--- config.mk ---
export PLATFORM = sky130hd
export DESIGN_NAME = seq_detect_param
export DESIGN_NICKNAME = d
export VERILOG_FILES = /design/src/rtl/seq_det_pkg.sv /design/src/rtl/seq_sat_counter.sv /design/src/rtl/seq_detect_param.sv
export SDC_FILE = /design/constraint.sdc
export NUM_CORES = 1
export LEC_CHECK = 0
export BUFFER_PORTS_ARGS = -buffer_cell sky130_fd_sc_hd__buf_2
export CAP_MARGIN = 5
export CORE_MARGIN = 2
export CORE_UTILIZATION = 59
export DETAILED_ROUTE_END_ITERATION = 8
export HOLD_SLACK_MARGIN = 0.03
export PLACE_DENSITY = 0.84
export SYNTH_ARGS = -nofsm -noshare
export SYNTH_HDL_FRONTEND = slang
export SYNTH_SLANG_ARGS = --single-unit
--- constraint.sdc ---
create_clock -name clk -period 4.76 [get_ports clk]
set_input_delay 0.476 -clock clk [delete_from_list [all_inputs] [get_ports clk]]
set_output_delay 0.476 -clock clk [all_outputs]
set_load 0.005 [all_outputs]
--- src/rtl/seq_det_pkg.sv ---
// Shared constants and configuration record for the serial pattern detector.
// The record is sized for the largest supported pattern so every instance can share it.
package seq_det_pkg;

  localparam int MAX_LEN_LIMIT = 32;

  function automatic int len_w(input int max_len);
    return $clog2(max_len) + 1;
  endfunction

  localparam int LEN_W = len_w(MAX_LEN_LIMIT);

  localparam int          DEF_MAX_LEN      = 8;
  localparam int          DEF_CNT_W        = 16;
  localparam int unsigned DEF_PATTERN_INIT = 32'b101;
  localparam int          DEF_LEN_INIT     = 3;
  localparam bit          DEF_OVERLAP_INIT = 1'b1;

  typedef struct packed {
    logic [MAX_LEN_LIMIT-1:0] pattern;
    logic [LEN_W-1:0]         len;
    logic                     overlap;
  } seq_cfg_t;

endpackage

--- src/rtl/seq_sat_counter.sv ---
// Saturating event counter with synchronous clear; clear beats a same-cycle increment.
module seq_sat_counter
  import seq_det_pkg::*;
#(
  parameter int CNT_W = DEF_CNT_W
) (
  input  logic             clk,
  input  logic             rst,
  input  logic             inc,
  input  logic             clr,
  output logic [CNT_W-1:0] cnt
);

  function automatic logic [CNT_W-1:0] sat_inc(input logic [CNT_W-1:0] c);
    if (c == '1) return c;
    return c + CNT_W'(1);
  endfunction

  always_ff @(posedge clk) begin
    if (rst)      cnt <= '0;
    else if (clr) cnt <= '0;
    else if (inc) cnt <= sat_inc(cnt);
  end

endmodule

--- src/rtl/seq_detect_param.sv ---
// Runtime-configurable serial pattern detector with overlap control and a match counter.
// Only the low len bits of the history are compared; fill gates matches until len fresh bits arrive.
module seq_detect_param
  import seq_det_pkg::*;
#(
  parameter int          MAX_LEN     = DEF_MAX_LEN,
  parameter int          CNT_W       = DEF_CNT_W,
  parameter int unsigned DEF_PATTERN = DEF_PATTERN_INIT,
  parameter int          DEF_LEN     = DEF_LEN_INIT,
  parameter bit          DEF_OVERLAP = DEF_OVERLAP_INIT
) (
  input  logic                       clk,
  input  logic                       rst,
  input  logic                       cfg_load,
  input  logic [MAX_LEN-1:0]         cfg_pattern,
  input  logic [len_w(MAX_LEN)-1:0]  cfg_len,
  input  logic                       cfg_overlap,
  input  logic                       x_valid,
  input  logic                       x,
  input  logic                       clr_cnt,
  output logic                       y,
  output logic [CNT_W-1:0]           match_cnt
);

  localparam int FW = len_w(MAX_LEN);

  seq_cfg_t           cfg_q;
  logic [MAX_LEN-1:0] hist;
  logic [FW-1:0]      fill;
  logic               y_p1;

  logic [MAX_LEN-1:0] hist_next;
  logic [FW-1:0]      fill_next;
  logic [MAX_LEN-1:0] mask;
  logic [MAX_LEN-1:0] pat;
  logic               match_p0;
  logic               hit_p0;

  function automatic logic [LEN_W-1:0] clamp_len(input logic [LEN_W-1:0] l);
    if (l > LEN_W'(MAX_LEN)) return LEN_W'(MAX_LEN);
    return l;
  endfunction

  always_comb begin
    hist_next = {hist[MAX_LEN-2:0], x};
    fill_next = (fill == FW'(MAX_LEN)) ? fill : fill + FW'(1);
    pat       = cfg_q.pattern[MAX_LEN-1:0];
    mask      = '0;
    for (int i = 0; i < MAX_LEN; i++) begin
      mask[i] = (LEN_W'(i) < cfg_q.len);
    end
    match_p0 = (cfg_q.len != '0) &&
               (LEN_W'(fill_next) >= cfg_q.len) &&
               (((hist_next ^ pat) & mask) == '0);
    hit_p0   = x_valid && !cfg_load && match_p0;
  end

  // ---- stage p0 -> p1: history/fill update and registered match pulse ----
  always_ff @(posedge clk) begin
    if (rst) begin
      cfg_q.pattern <= MAX_LEN_LIMIT'(DEF_PATTERN);
      cfg_q.len     <= clamp_len(LEN_W'(DEF_LEN));
      cfg_q.overlap <= DEF_OVERLAP;
      hist          <= '0;
      fill          <= '0;
      y_p1          <= 1'b0;
    end else if (cfg_load) begin
      cfg_q.pattern <= MAX_LEN_LIMIT'(cfg_pattern);
      cfg_q.len     <= clamp_len(LEN_W'(cfg_len));
      cfg_q.overlap <= cfg_overlap;
      fill          <= '0;
      y_p1          <= 1'b0;
    end else if (x_valid) begin
      hist <= hist_next;
      // Non-overlap mode restarts the fill so the next match needs len fresh bits.
      fill <= (match_p0 && !cfg_q.overlap) ? '0 : fill_next;
      y_p1 <= match_p0;
    end else begin
      y_p1 <= 1'b0;
    end
  end

  assign y = y_p1;

  seq_sat_counter #(
    .CNT_W (CNT_W)
  ) u_cnt (
    .clk (clk),
    .rst (rst),
    .inc (hit_p0),
    .clr (clr_cnt),
    .cnt (match_cnt)
  );

endmodule

==> Word-level counts from Yosys, hierarchy flattened <==
Cells that the tools add are included.
{ "word_totals": {"word_cells": 52, "output_inout_bits": 17, "register_bits": 43, "in_bits": 19} }
{ "classes": {"bitwise": 4, "mux": 12, "order_cmp": 10, "eq_ne": 3, "n_reduce_logical": 14, "add_sub_neg": 2} }
{ "op_table": {"columns": ["cell", "n"], "rows": [
  ["$lt 3x6->1 const A", 4],
  ["$add 16x1->16 const B", 1],
  ["$eq 16x16->1 const B", 1],
  ["$mux 16", 1],
  ["$lt 1x6->1 const A", 2],
  ["$lt 2x6->1 const A", 2],
  ["$mux 6", 2],
  ["$and 8x8->8", 1],
  ["$logic_not 8->1", 1],
  ["$mux 4", 2],
  ["$xor 8x8->8", 1],
  ["$mux 1", 7],
  ["$ge 4x6->1", 1],
  ["$reduce_bool 6->1", 1],
  ["$logic_and 1x1->1", 5],
  ["$add 4x1->4 const B", 1],
  ["$eq 4x4->1 const B", 1],
  ["$gt 4x4->1 const B", 1],
  ["$reduce_and 2->1", 2],
  ["$reduce_or 2->1", 2],
  ["$reduce_or 3->1", 1],
  ["$logic_not 1->1", 2],
  ["$ne 2x2->1 const B", 1],
  ["$not 1->1", 2]
]} }

==> Longest topological paths before layout <==
Gate-level depths: netlist (run 1).
{ "logic_depth": {"depth_word": 11, "mapped_depth": 14, "mapped_depth_nobuf": 12} }

==> Hierarchy <==
Synthesis (run 1) repeated with hierarchy kept, for this count alone.
{ "hier_totals": {"cells_unflattened": 245, "area_unflattened_um2": 2140.8} }
{ "by_module_without_submodules": {"columns": ["module", "cells_per_inst", "seq_area_each_um2", "instances", "area_per_inst_um2"], "rows": [
  ["seq_detect_param", 153, 500.5, 1, 1326.3],
  ["seq_sat_counter", 92, 320.3, 1, 814.5]
]} }

==> Worst setup path after synthesis (run 1) <==
No wires, ideal clock.
{ "synth_timing": {"path_type": "register to register", "from": "register fill[0]", "to": "register u_cnt.cnt[8]", "period_less_slack_ns": 2.929, "arrival_time_ns": 2.815, "t_required_ns": 4.645, "setup_time_ns": 0.115, "path_slack_ns": 1.831, "path_stages_with_launch": 15, "path_buffers": 2, "path_cell_list": "dfxtp_1 > inv_1 > ha_1 > nand2_1 > nor2_1 > xnor2_1 > ha_1 > nand2b_1 > a2111oi_0 > or4_1 > or3_1 > buf_2 > buf_6 > o31a_1 > o21a_1"} }
{ "synth_via": {"elab_chain_len": 7, "word_cells_on_any_way": 8, "cone_classes": "add/sub (1); order compare (1); eq/ne (1); mux (1); reduce/logical (4)"} }
{ "synth_rtl": {"columns": ["item", "line", "rtl"], "rows": [
  ["start, declared", "seq_detect_param.sv:29", "logic [FW-1:0] fill;"],
  ["start signal, assigned", "seq_detect_param.sv:76", "fill <= (match_p0 && !cfg_q.overlap) ? '0 : fill_next;"],
  ["$add 4x1->4 or $eq 4x4->1 (tied branches)", "seq_detect_param.sv:46", "fill_next = (fill == FW'(MAX_LEN)) ? fill : fill + FW'(1);"],
  ["$mux 4 *", "seq_detect_param.sv:46", null],
  ["$ge 4x6->1 *", "seq_detect_param.sv:53", "(LEN_W'(fill_next) >= cfg_q.len) &&"],
  ["$logic_and 1x1->1 *", "seq_detect_param.sv:52", "match_p0 = (cfg_q.len != '0) &&"],
  ["$logic_and 1x1->1 *", "seq_detect_param.sv:53", null],
  ["$logic_and 1x1->1 *", "seq_detect_param.sv:55", "hit_p0 = x_valid && !cfg_load && match_p0;"],
  ["$reduce_and 2->1 (no line) *", null, null],
  ["end signal, assigned", "seq_sat_counter.sv:22", "else if (inc) cnt <= sat_inc(cnt);"],
  ["end, declared", "seq_sat_counter.sv:11", "output logic [CNT_W-1:0] cnt"]
]} }
Mark *: on every way between the ends. The rest lies on a longest branch, timed or not.
A chain may end at the register's enable or synchronous reset.

==> Final worst setup path (run 1) <==
{ "layout_timing": {"from": "register fill[0]", "to": "register u_cnt.cnt[3]"} }
Same word-level chain as after synthesis.

==> key figures, run 1 <==
Logic synthesis
  – Yosys reg bits: 41
  – Mapped Area: 2040 µm²
  – Post-synth top area cell: dfxtp_1
  – Synthesized net count: 269
  – Register area share after synthesis: 40.3%
  – Synth Warn #: 0
  – Post-Syn Area per Cell: 8.38 µm²
  – Yosys top cell area share: 40.3%
  – Syn Inst Count: 243
  – Library cells used by synthesis: 39
  – Area contributors post-synth: dfxtp_1, a21oi_1, nand2_1

Clock network
  – CTS Buffer Depth: 2
  – # hold bufs at CTS: 0
  – Post-CTS setup buffers: 0
  – Clk_lat worst skew: 0.36 ns
  – Clock-pin slew on the worst setup and hold paths: 0.12 ns
  – CTS tree: done
  – Inserted Clock Buffers: 5
  – Clock Sinks: 41
  – Root Buffer Master: clkbuf_4
  – Post-CTS sizing: 0
  – H-tree level count: 2

Placement
  – Post-DP HPWL: 2840 µm
  – GP Congestion: 0.793
  – Inst Count DP: 311
  – Port Buffers: 35
  – Setup WS pre-CTS: 1.39 ns

Global route
  – GRT Overall Usage: 23.2%
  – First-pass GRT wire length: 7200 µm
  – Initial antenna violation count: 0
  – Largest net degree at the start of global routing: 29
  – Gr ovfl total: 0
  – Vias in the first global route: 1607

Route
  – DRT antenna net count: 0
  – Total number of vias: 1824
  – DR WL met2: 1980 µm
  – Met3 WL: 192 µm
  – # DRC: 0
  – Post-Route WL: 4150 µm
  – Via density: 5.72
  – Uppermost layer routed: met4
  – Post-Route M1 WL: 1910 µm
  – First-pass DRT Iterations: 4
  – DR WL/cell: 13.0 µm
  – DR iter-0 viols: 80

Setup path
  – Crit. Startpoint: fill[0]
  – End of the worst register-to-register path: u_cnt.cnt[3]
  – Delay-heaviest family, CP: simple AND/OR/NAND/NOR gates
  – CP max stage delay: 0.70 ns
  – Worst reg2reg setup slack: 1.34 ns
  – Critical path class: flip-flop to flip-flop
  – Slowest cell on crit path: or3_1
  – Critical Path Stages: 12
  – CP endpoint: u_cnt.cnt[3]
  – Worst-path cell chain: inv_1, ha_1, nand2_1, nor2_1, xnor2_1, ha_1, nand2b_1, a2111oi_0, or4_1, or3_1, or4_1, a21oi_1
  – Worst Path Max Fanout: 28
  – Crit end category: flip-flop
  – Worst r2r path cells: 12
  – Critical Path Source Type: flip-flop
  – WP data required: 5.06 ns
  – CP arrival: 3.72 ns
  – Buf/Inv on CP: 1
  – Worst reg2reg startpoint: fill[0]

Min path
  – Hold Path Class: input pin to flip-flop

Timing
  – Layout Skew: 0.0145 ns
  – RSZ-0062 raised after global routing: no
  – Setup tns final: 0 ns
  – Period utilisation layout: 71.8%
  – Final hold violation count: 0
  – Max-slew violations: 0
  – Worst Max-Slew Pin Slew: 0.878 ns
  – Final setup margin: 1.34 ns
  – Min Tclk post-route: 3.42 ns
  – Worst rel slew slack: 41.2%
  – Final setup fails: 0
  – Fmax: 0.293 GHz

Die
  – Core Box Area: 3340 µm²
  – Rows: 21
  – Ports: 36
  – Die X-Extent: 62.8 µm
  – Die Ht: 62.8 µm
  – Die area: 3940 µm²
  – Initial Util: 61.0%

Power
  – Internal cell power: 502 µW
  – Peak VDD IR: 0.220 mV
  – Clock share of power: 36.5%
  – Power per cell area: 286 nW/µm²
  – Leak Pwr: 0.000889 µW
  – Sw power: 151 µW
  – Logic pwr share: 8.3%
  – Sw frac: 23.1%
  – Flop pwr share: 55.2%

Layout
  – Layout area overhead: 12.2%
  – Fraction of layout cells with a size suffix above 1: 16.8%
  – Most common cell after layout, fill and taps aside: dfxtp_1
  – Ant diodes: 0
  – Most frequent cells in the layout: dfxtp_1, buf_2, nand2_1
  – Final nets: 298
  – Fin cells: 319

Flow run
  – Max Cap Violations: 0

Run status
  – Status: completed
[per-layer routing]
metal	vias up	track usage, %
met4	0	10.8
met2	42	39.2
met5	-	0
met3	7	5.05
met1	834	27.9
li1	941	-
[cell families (layout without fill, tap and decap cells)]
kind of cell	Yosys count	in the layout	share of synthesized area, %
AND/OR/NAND/NOR	95	95	23.5
XOR/XNOR	10	10	4.30
buffers and inverters	20	50	4.67
multiplexers	7	7	3.44
flip-flops	41	41	40.3
adder cells (fa/ha/maj)	7	7	4.30
AO/OA/AOI/OAI	63	63	19.5
[area by class of cell]
cell class                      instances  area, µm²
Tap cell                               46       57.6
Clock inverter                          1       30.0
Fill cell                             307       1050
Timing Repair Buffer                   35        175
Sequential cell                        41        821
Multi-Input combinational cell        182       1120
Inverter                                7       26.3
Clock buffer                            7       55.1
[registers in the layout, summed over array words and instances (netlist names)]
| register | cells |
|---|---|
| hist | 7 |
| cfg_q | 13 |
| fill | 4 |
| y | 1 |
| u_cnt.cnt | 16 |
[cells in the mapped netlist]
master,n
a41o_1,2
nand3_1,12
and2_1,1
nor3_1,4
inv_1,7
and4_1,1
nand4_1,2
xor2_1,1
a2111oi_0,1
o31ai_1,8
o31a_1,1
nor2b_1,4
buf_4,1
ha_1,7
or4_1,9
o2111ai_1,1
or3_1,6
a31oi_1,3
nor2_1,19
or4_4,1
nor4_1,2
clkbuf_1,8
nand2_1,27
a32o_1,2
a21oi_1,26
dfxtp_1,41
xnor2_1,9
buf_6,2
o22ai_1,3
and3_1,4
nand2b_1,1
o21a_1,2
a211o_1,3
mux2i_1,7
a211oi_2,1
buf_2,1
o21ai_0,10
or2_2,2
buf_1,1
[power by group through the flow]
stage / sequential (µW) / clock, µW / combinational [µW]
after floorplan: 364 / 0 / 43.4
after global routing: 362 / 257 / 62.6
after global placement: 367 / 0 / 53.3
final: 360 / 238 / 54.5
after detailed placement: 368 / 0 / 55.0
after CTS: 360 / 242 / 54.9
[worst register-to-register path: cells and delay by family (launching register included)]
kind	cells	cell delay [ns]
buffers and inverters	1	0.08
AOI/OAI and AO/OA	2	0.22
and+or+nand+nor	6	2.05
xor gates and xnor gates	1	0.15
adders and majority gates	2	0.47
DFF	1	0.39
[stage by stage]
stage	hold WS (ns)	utilization [%]	power, µW	area, µm²
2_1_floorplan	0.450	-	407	2040
3_3_place_gp	0.454	66.0	421	2200
3_5_place_dp	0.461	66.0	423	2200
4_1_cts	0.304	68.5	657	2290
5_1_grt	0.292	68.5	682	2290
6_report	0.311	68.5	653	2290
[worst min path at each step]
stage | from | end | slack [ns] | depth (start not counted)
floorplan | hist[6] | hist[6] | 0.45 | 2
global placement | hist[6] | hist[6] | 0.45 | 2
detailed placement | hist[6] | hist[6] | 0.46 | 2
CTS | cfg_pattern[0] | cfg_q[7] | 0.30 | 2
global route | cfg_pattern[0] | cfg_q[7] | 0.29 | 2
finish | cfg_pattern[0] | cfg_q[7] | 0.31 | 2
Power figures use the tool's default switching activity.
==> run 2: changes to the inputs <==
--- a/config.mk
+++ b/config.mk
@@ -8,10 +8,10 @@
 export BUFFER_PORTS_ARGS = -buffer_cell sky130_fd_sc_hd__buf_2
 export CAP_MARGIN = 5
 export CORE_MARGIN = 2
-export CORE_UTILIZATION = 59
+export CORE_UTILIZATION = 55
 export DETAILED_ROUTE_END_ITERATION = 8
 export HOLD_SLACK_MARGIN = 0.03
-export PLACE_DENSITY = 0.84
+export PLACE_DENSITY = 0.79
 export SYNTH_ARGS = -nofsm -noshare
 export SYNTH_HDL_FRONTEND = slang
 export SYNTH_SLANG_ARGS = --single-unit
==> constraint.sdc (replaced) <==
create_clock -name clk -period 3.3 [get_ports clk]
set_input_delay 0.33 -clock clk [delete_from_list [all_inputs] [get_ports clk]]
set_output_delay 0.33 -clock clk [all_outputs]
set_load 0.005 [all_outputs]
==> key figures, run 2 (same netlist as run 1, synthesis figures left out) <==
Timing
  – Period utilisation layout: 94.5% (+23 points)
  – Hold slack: 0.247 ns (-0.0640 ns)
  – Final hold violation count: 0 (unchanged)
  – Fmax: 0.321 GHz (+9.6%)
  – Layout Skew: 0.00940 ns (-0.00513 ns)
  – Worst rel slew slack: 47.7% (+6.4 points)
  – Setup tns final: 0 ns (unchanged)
  – Min Tclk post-route: 3.12 ns (-0.299 ns)
  – Max-slew violations: 0 (unchanged)
  – Final setup margin: 0.181 ns (-1.16 ns)
  – Final setup fails: 0 (unchanged)
  – RSZ-0062 raised after global routing: no
  – Worst Max-Slew Pin Slew: 0.782 ns (-0.0958 ns)

Route
  – DR iter-0 viols: 91 (+14%)
  – Total number of vias: 1838 (+0.77%)
  – # DRC: 0 (unchanged)
  – DR WL/cell: 13.3 µm (+1.8%)
  – First-pass DRT Iterations: 4 (unchanged)
  – DRT antenna net count: 0 (unchanged)
  – Post-Route WL: 4270 µm (+2.8%)
  – Via density: 5.71 (-0.17%)

Clock network
  – CTS tree: done
  – Clock Sinks: 41 (unchanged)
  – Clk_lat worst skew: 0.29 ns (-0.07 ns)
  – H-tree level count: 2 (unchanged)
  – Clock-pin slew on the worst setup and hold paths: 0.08 ns (-0.04 ns)
  – CTS Buffer Depth: 2 (unchanged)
  – Root Buffer Master: clkbuf_8
  – Inserted Clock Buffers: 5 (unchanged)

Layout
  – Final nets: 299 (+0.34%)
  – Most common cell after layout, fill and taps aside: dfxtp_1
  – Ant diodes: 0 (unchanged)
  – Largest register by flop count: u_cnt.cnt
  – Most frequent cells in the layout: dfxtp_1, buf_2, nand2_1
  – Fraction of layout cells with a size suffix above 1: 17.2% (+0.30 points)
  – Layout area overhead: 13.4%
  – Final cell utilization of the core: 64.1% (-4.5 points)
  – Max reg flops: 16 (unchanged)
  – Top Registers: u_cnt.cnt x16, cfg_q x13, hist x7

Power
  – Power per cell area: 397 nW/µm² (+39%)
  – Peak VDD IR: 0.347 mV (+58%)
  – Leak Pwr: 0.000896 µW (+0.81%)
  – Overall power: 916 µW (+40%)

Setup path
  – Critical path class: flip-flop to flip-flop
  – Critical Path Source Type: flip-flop
  – Worst reg2reg startpoint: fill[0]
  – WP data required: 3.52 ns (-1.54 ns)
  – Worst reg2reg setup slack: 0.18 ns (-1.16 ns)
  – Worst r2r path cells: 13 (+1)
  – CP arrival: 3.34 ns (-0.38 ns)
  – Worst Path Max Fanout: 28 (unchanged)
  – End of the worst register-to-register path: u_cnt.cnt[14]
  – Crit. Startpoint: fill[0]
  – Crit end category: flip-flop

Global route
  – GRT Overall Usage: 22.5% (-0.68 points)
  – Initial antenna violation count: 0 (unchanged)
  – First-pass GRT wire length: 7450 µm (+3.5%)
  – Vias in the first global route: 1756 (+9.3%)
  – Largest net degree at the start of global routing: 29 (unchanged)
  – Gr ovfl total: 0 (unchanged)

Placement
  – Post-DP HPWL: 3080 µm (+8.4%)
  – Setup WS pre-CTS: 0.123 ns (-1.27 ns)
  – Port Buffers: 35 (unchanged)
  – GP Congestion: 0.850 (+7.2%)

Die
  – Die Ht: 64.9 µm (+3.3%)
  – Die area: 4210 µm² (+6.8%)
  – Core Box Area: 3610 µm² (+8.1%)
  – Ports: 36 (unchanged)
  – Rows: 22 (+4.8%)
  – Die X-Extent: 64.9 µm (+3.3%)
  – Initial Util: 56.5% (-4.6 points)

Min path
  – Endpoint, Worst Hold: cfg_q[7]
  – Hold_sp: cfg_pattern[0]
  – Worst hold stages: 2 (unchanged)
  – Hold Path Class: input pin to flip-flop

Flow run
  – Max Cap Violations: 0 (unchanged)

Run status
  – Status: completed
## run 2: where the power goes
part / switching [µW] / internal [µW]
Clock: 165 / 150
Combinational: 42.7 / 38.0
Sequential: 13.3 / 507
Total: 221 / 695
## run 2: worst max path at each step
stage               slack (ns)             to  cells after the start
floorplan                 0.37   u_cnt.cnt[8]                     14
global placement          0.22  u_cnt.cnt[11]                     13
detailed placement        0.12  u_cnt.cnt[14]                     13
CTS                       0.08  u_cnt.cnt[14]                     13
global route              0.01   u_cnt.cnt[4]                     13
finish                    0.18  u_cnt.cnt[14]                     13
## run 2: stage by stage
step | cells | cell area [µm²]
5_1_grt | 322 | 2310
3_5_place_dp | 314 | 2220
6_report | 322 | 2310
2_1_floorplan | 243 | 2040
4_1_cts | 322 | 2300
3_3_place_gp | 314 | 2220
## run 2: critical path, cell delays in order (launching register included)
cell	delay (ns)
dfxtp_2	0.36
inv_1	0.06
ha_1	0.19
nand2_1	0.08
nand3_1	0.07
o21ai_1	0.14
ha_1	0.22
o21a_1	0.12
o22ai_1	0.07
or4_1	0.51
or3_4	0.40
buf_12	0.16
or4_1	0.51
a21oi_1	0.15
## run 2: routing by layer
| metal | wire [µm] | part of all wire [%] | GRT usage [%] | up-vias |
|---|---|---|---|---|
| met1 | 2020 | 47 | 27.9 | 862 |
| li1 | - | - | - | 938 |
| met3 | 126 | 3.0 | 4.69 | 8 |
| met4 | 95 | 2.2 | 8.51 | 0 |
| met5 | 0 | 0 | 0 | - |
| met2 | 2020 | 47 | 38.0 | 30 |
## run 2: layout make-up
cell class | instances | area (µm²)
timing repair buffer | 36 | 195
clock buffer | 8 | 80.1
inverter | 7 | 26.3
fill | 327 | 1300
tap | 48 | 60.1
sequential | 41 | 822
multi-input combinational | 182 | 1130
## run 2: timing repair
item,CTS,global route
hold buffers,0,0
gates resized for setup,0,3
setup endpoints to repair,0,8
setup buffers,0,0
==> run 3: changes to the inputs <==
--- a/config.mk
+++ b/config.mk
@@ -7,11 +7,12 @@
 export LEC_CHECK = 0
 export BUFFER_PORTS_ARGS = -buffer_cell sky130_fd_sc_hd__buf_2
 export CAP_MARGIN = 5
-export CORE_MARGIN = 2
+export CORE_MARGIN = 10
 export CORE_UTILIZATION = 55
 export DETAILED_ROUTE_END_ITERATION = 8
 export HOLD_SLACK_MARGIN = 0.03
 export PLACE_DENSITY = 0.79
+export RECOVER_POWER = 25
 export SYNTH_ARGS = -nofsm -noshare
 export SYNTH_HDL_FRONTEND = slang
 export SYNTH_SLANG_ARGS = --single-unit
==> key figures, run 3 (same netlist as run 1, synthesis figures left out) <==
Run status
  – Status: completed

Clock network
  – Root Buffer Master: clkbuf_8
  – Clock-pin slew on the worst setup and hold paths: 0.08 ns (about the same)
  – Inserted Clock Buffers: 5 (unchanged)
  – Post-CTS setup buffers: 0 (unchanged)
  – CTS Buffer Depth: 2 (unchanged)
  – Clk_lat worst skew: 0.29 ns (about the same)
  – # hold bufs at CTS: 0 (unchanged)
  – H-tree level count: 2 (unchanged)
  – CTS tree: done
  – Clock Sinks: 41 (unchanged)

Die
  – Die Ht: 80.9 µm (+25%)
  – Core Box Area: 3630 µm² (+0.76%)
  – Ports: 36 (unchanged)
  – Die area: 6540 µm² (+55%)
  – Rows: 22 (unchanged)
  – Die X-Extent: 80.9 µm (+25%)
  – Initial Util: 56.1% (-0.43 points)

Timing
  – Layout Skew: 0.00951 ns (+0.000116 ns)
  – Period utilisation layout: 94.5% (about the same)
  – Final setup fails: 0 (unchanged)
  – Fmax: 0.321 GHz (about the same)
  – Max-slew violations: 0 (unchanged)
  – Final hold violation count: 0 (unchanged)
  – Min Tclk post-route: 3.12 ns (-0.000195 ns)
  – Worst rel slew slack: 31.0% (-17 points)
  – Worst Max-Slew Pin Slew: 1.03 ns (+0.252 ns)

Route
  – Uppermost layer routed: met4
  – DRT antenna net count: 0 (unchanged)
  – DR WL/cell: 14.3 µm (+7.6%)
  – Total number of vias: 1820 (-0.98%)
  – Via density: 5.67 (-0.67%)
  – DR WL met2: 2150 µm (+6.2%)
  – First-pass DRT Iterations: 4 (unchanged)
  – Met3 WL: 243 µm (+93%)
  – Post-Route WL: 4580 µm (+7.3%)
  – Post-Route M1 WL: 2140 µm (+5.8%)
  – # DRC: 0 (unchanged)
  – DR iter-0 viols: 113 (+24%)

Power
  – Power per cell area: 404 nW/µm² (+1.7%)
  – Clock share of power: 35.4% (+0.9 points)
  – Overall power: 931 µW (+1.6%)
  – Flop pwr share: 55.8% (-0.9 points)
  – Internal cell power: 711 µW (+2.3%)
  – Peak VDD IR: 0.279 mV (-19%)
  – Sw power: 220 µW (-0.73%)
  – Sw frac: 23.6% (-0.55 points)
  – Logic pwr share: 8.8% (about the same)
  – Leak Pwr: 0.000888 µW (-0.94%)

Placement
  – Post-DP HPWL: 3270 µm (+6.1%)
  – Placement-stage cell area: 2210 µm² (-0.56%)
  – Port Buffers: 35 (unchanged)
  – Inst Count DP: 314 (unchanged)
  – GP Congestion: 0.776 (-8.7%)

Global route
  – Largest net degree at the start of global routing: 29 (unchanged)
  – Initial antenna violation count: 0 (unchanged)
  – GRT Overall Usage: 13.8% (-8.7 points)
  – Gr ovfl total: 0 (unchanged)
  – Vias in the first global route: 1681 (-4.3%)
  – First-pass GRT wire length: 7420 µm (-0.38%)

Min path
  – Endpoint, Worst Hold: cfg_q[9]
  – Worst hold stages: 2 (unchanged)
  – Hold Path Class: input pin to flip-flop
  – Hold_sp: cfg_pattern[2]

Layout
  – Fraction of layout cells with a size suffix above 1: 17.2% (+0.063 points)
  – Final cell utilization of the core: 63.5% (-0.59 points)
  – Ant diodes: 0 (unchanged)
  – Fin cells: 321 (-0.31%)
  – Top Registers: u_cnt.cnt x16, cfg_q x13, hist x7
  – Max reg flops: 16 (unchanged)
  – Largest register by flop count: u_cnt.cnt
  – Design area: 2310 µm² (-0.16%)
  – Most frequent cells in the layout: dfxtp_1, buf_2, nand2_1
  – Layout area overhead: 13.2%
  – Most common cell after layout, fill and taps aside: dfxtp_1
  – Final nets: 299 (unchanged)

Setup path
  – End of the worst register-to-register path: u_cnt.cnt[14]
  – Worst reg2reg startpoint: fill[0]
  – CP arrival: 3.33 ns (about the same)
  – WP data required: 3.51 ns (about the same)
  – Worst reg2reg setup slack: 0.18 ns (about the same)
  – Crit end category: flip-flop
  – Worst r2r path cells: 13 (unchanged)
  – Critical path class: flip-flop to flip-flop
  – Worst Path Max Fanout: 28 (unchanged)
  – Critical Path Source Type: flip-flop

Flow run
  – Max Cap Violations: 0 (unchanged)
-- run 3: changes by cell type in the layout (fill, tap and decap cells not counted) --
| cell | before | now |
|---|---|---|
| clkbuf_8 | 5 | 6 |
| buf_12 | 1 | 0 |
| buf_2 | 35 | 33 |
| or3_4 | 1 | 0 |
| or4_1 | 9 | 8 |
| ha_2 | 0 | 1 |
| buf_6 | 0 | 1 |
| or4_4 | 1 | 2 |
| or3_1 | 5 | 6 |
| ha_1 | 7 | 6 |
-- run 3: metal layers --
layer  up-vias  GRT usage, %
met5         -             0
met4         0          4.33
met3         5          4.08
met2        35          23.1
met1       842          16.7
li1        938             -
-- run 3: through the flow --
| stage | setup slack [ns] | setup TNS [ns] | hold WS, ns |
|---|---|---|---|
| after global placement | 0.215 | 0 | 0.456 |
| after global routing | -0.00507 | -0.00507 | 0.246 |
| after detailed placement | 0.114 | 0 | 0.467 |
| after CTS | 0.0790 | 0 | 0.241 |
| final | 0.182 | 0 | 0.246 |
| after floorplan | 0.371 | 0 | 0.441 |
-- run 3: how the worst max path moves through the flow --
stage          startpoint            end  slack [ns]  depth (start not counted)
4_1_cts           fill[0]  u_cnt.cnt[14]        0.08                         13
3_5_place_dp      fill[0]  u_cnt.cnt[14]        0.11                         13
2_1_floorplan     fill[0]   u_cnt.cnt[8]        0.37                         14
6_report          fill[0]  u_cnt.cnt[14]        0.18                         13
5_1_grt           fill[0]  u_cnt.cnt[14]      -0.005                         13
3_3_place_gp      fill[0]   u_cnt.cnt[7]        0.21                         13
-- run 3: power by group through the flow --
stage | sequential [µW] | clock (µW) | combinational (µW)
6_report | 520 | 329 | 82.0
5_1_grt | 521 | 358 | 91.9
4_1_cts | 519 | 331 | 79.9
3_5_place_dp | 531 | 0 | 79.7
3_3_place_gp | 530 | 0 | 78.0
2_1_floorplan | 525 | 0 | 62.5
-- run 3: final cells by class --
cell class                 instances  area [µm²]
fill                             349        1330
multi-input combinational        182        1130
timing repair buffer              36         184
tap                               48        60.1
sequential                        41         822
clock buffer                       7        86.3
inverter                           7        26.3
-- run 3: critical path: stages, from the launching register on --
cell and delay [ns]:
dfxtp_2 0.34, inv_1 0.08, ha_1 0.15, nand2_1 0.07, nand3_1 0.08, o21ai_1 0.10
ha_2 0.33, o21a_1 0.12, o22ai_1 0.08, or4_4 0.49, or3_1 0.37, buf_6 0.18
or4_1 0.50, a21oi_1 0.15
-- run 3: timing repair --
action / CTS / global route
resized for setup: 0 / 5
endpoints found under the setup margin: 0 / 8
endpoints found under the hold margin: 0 / 0
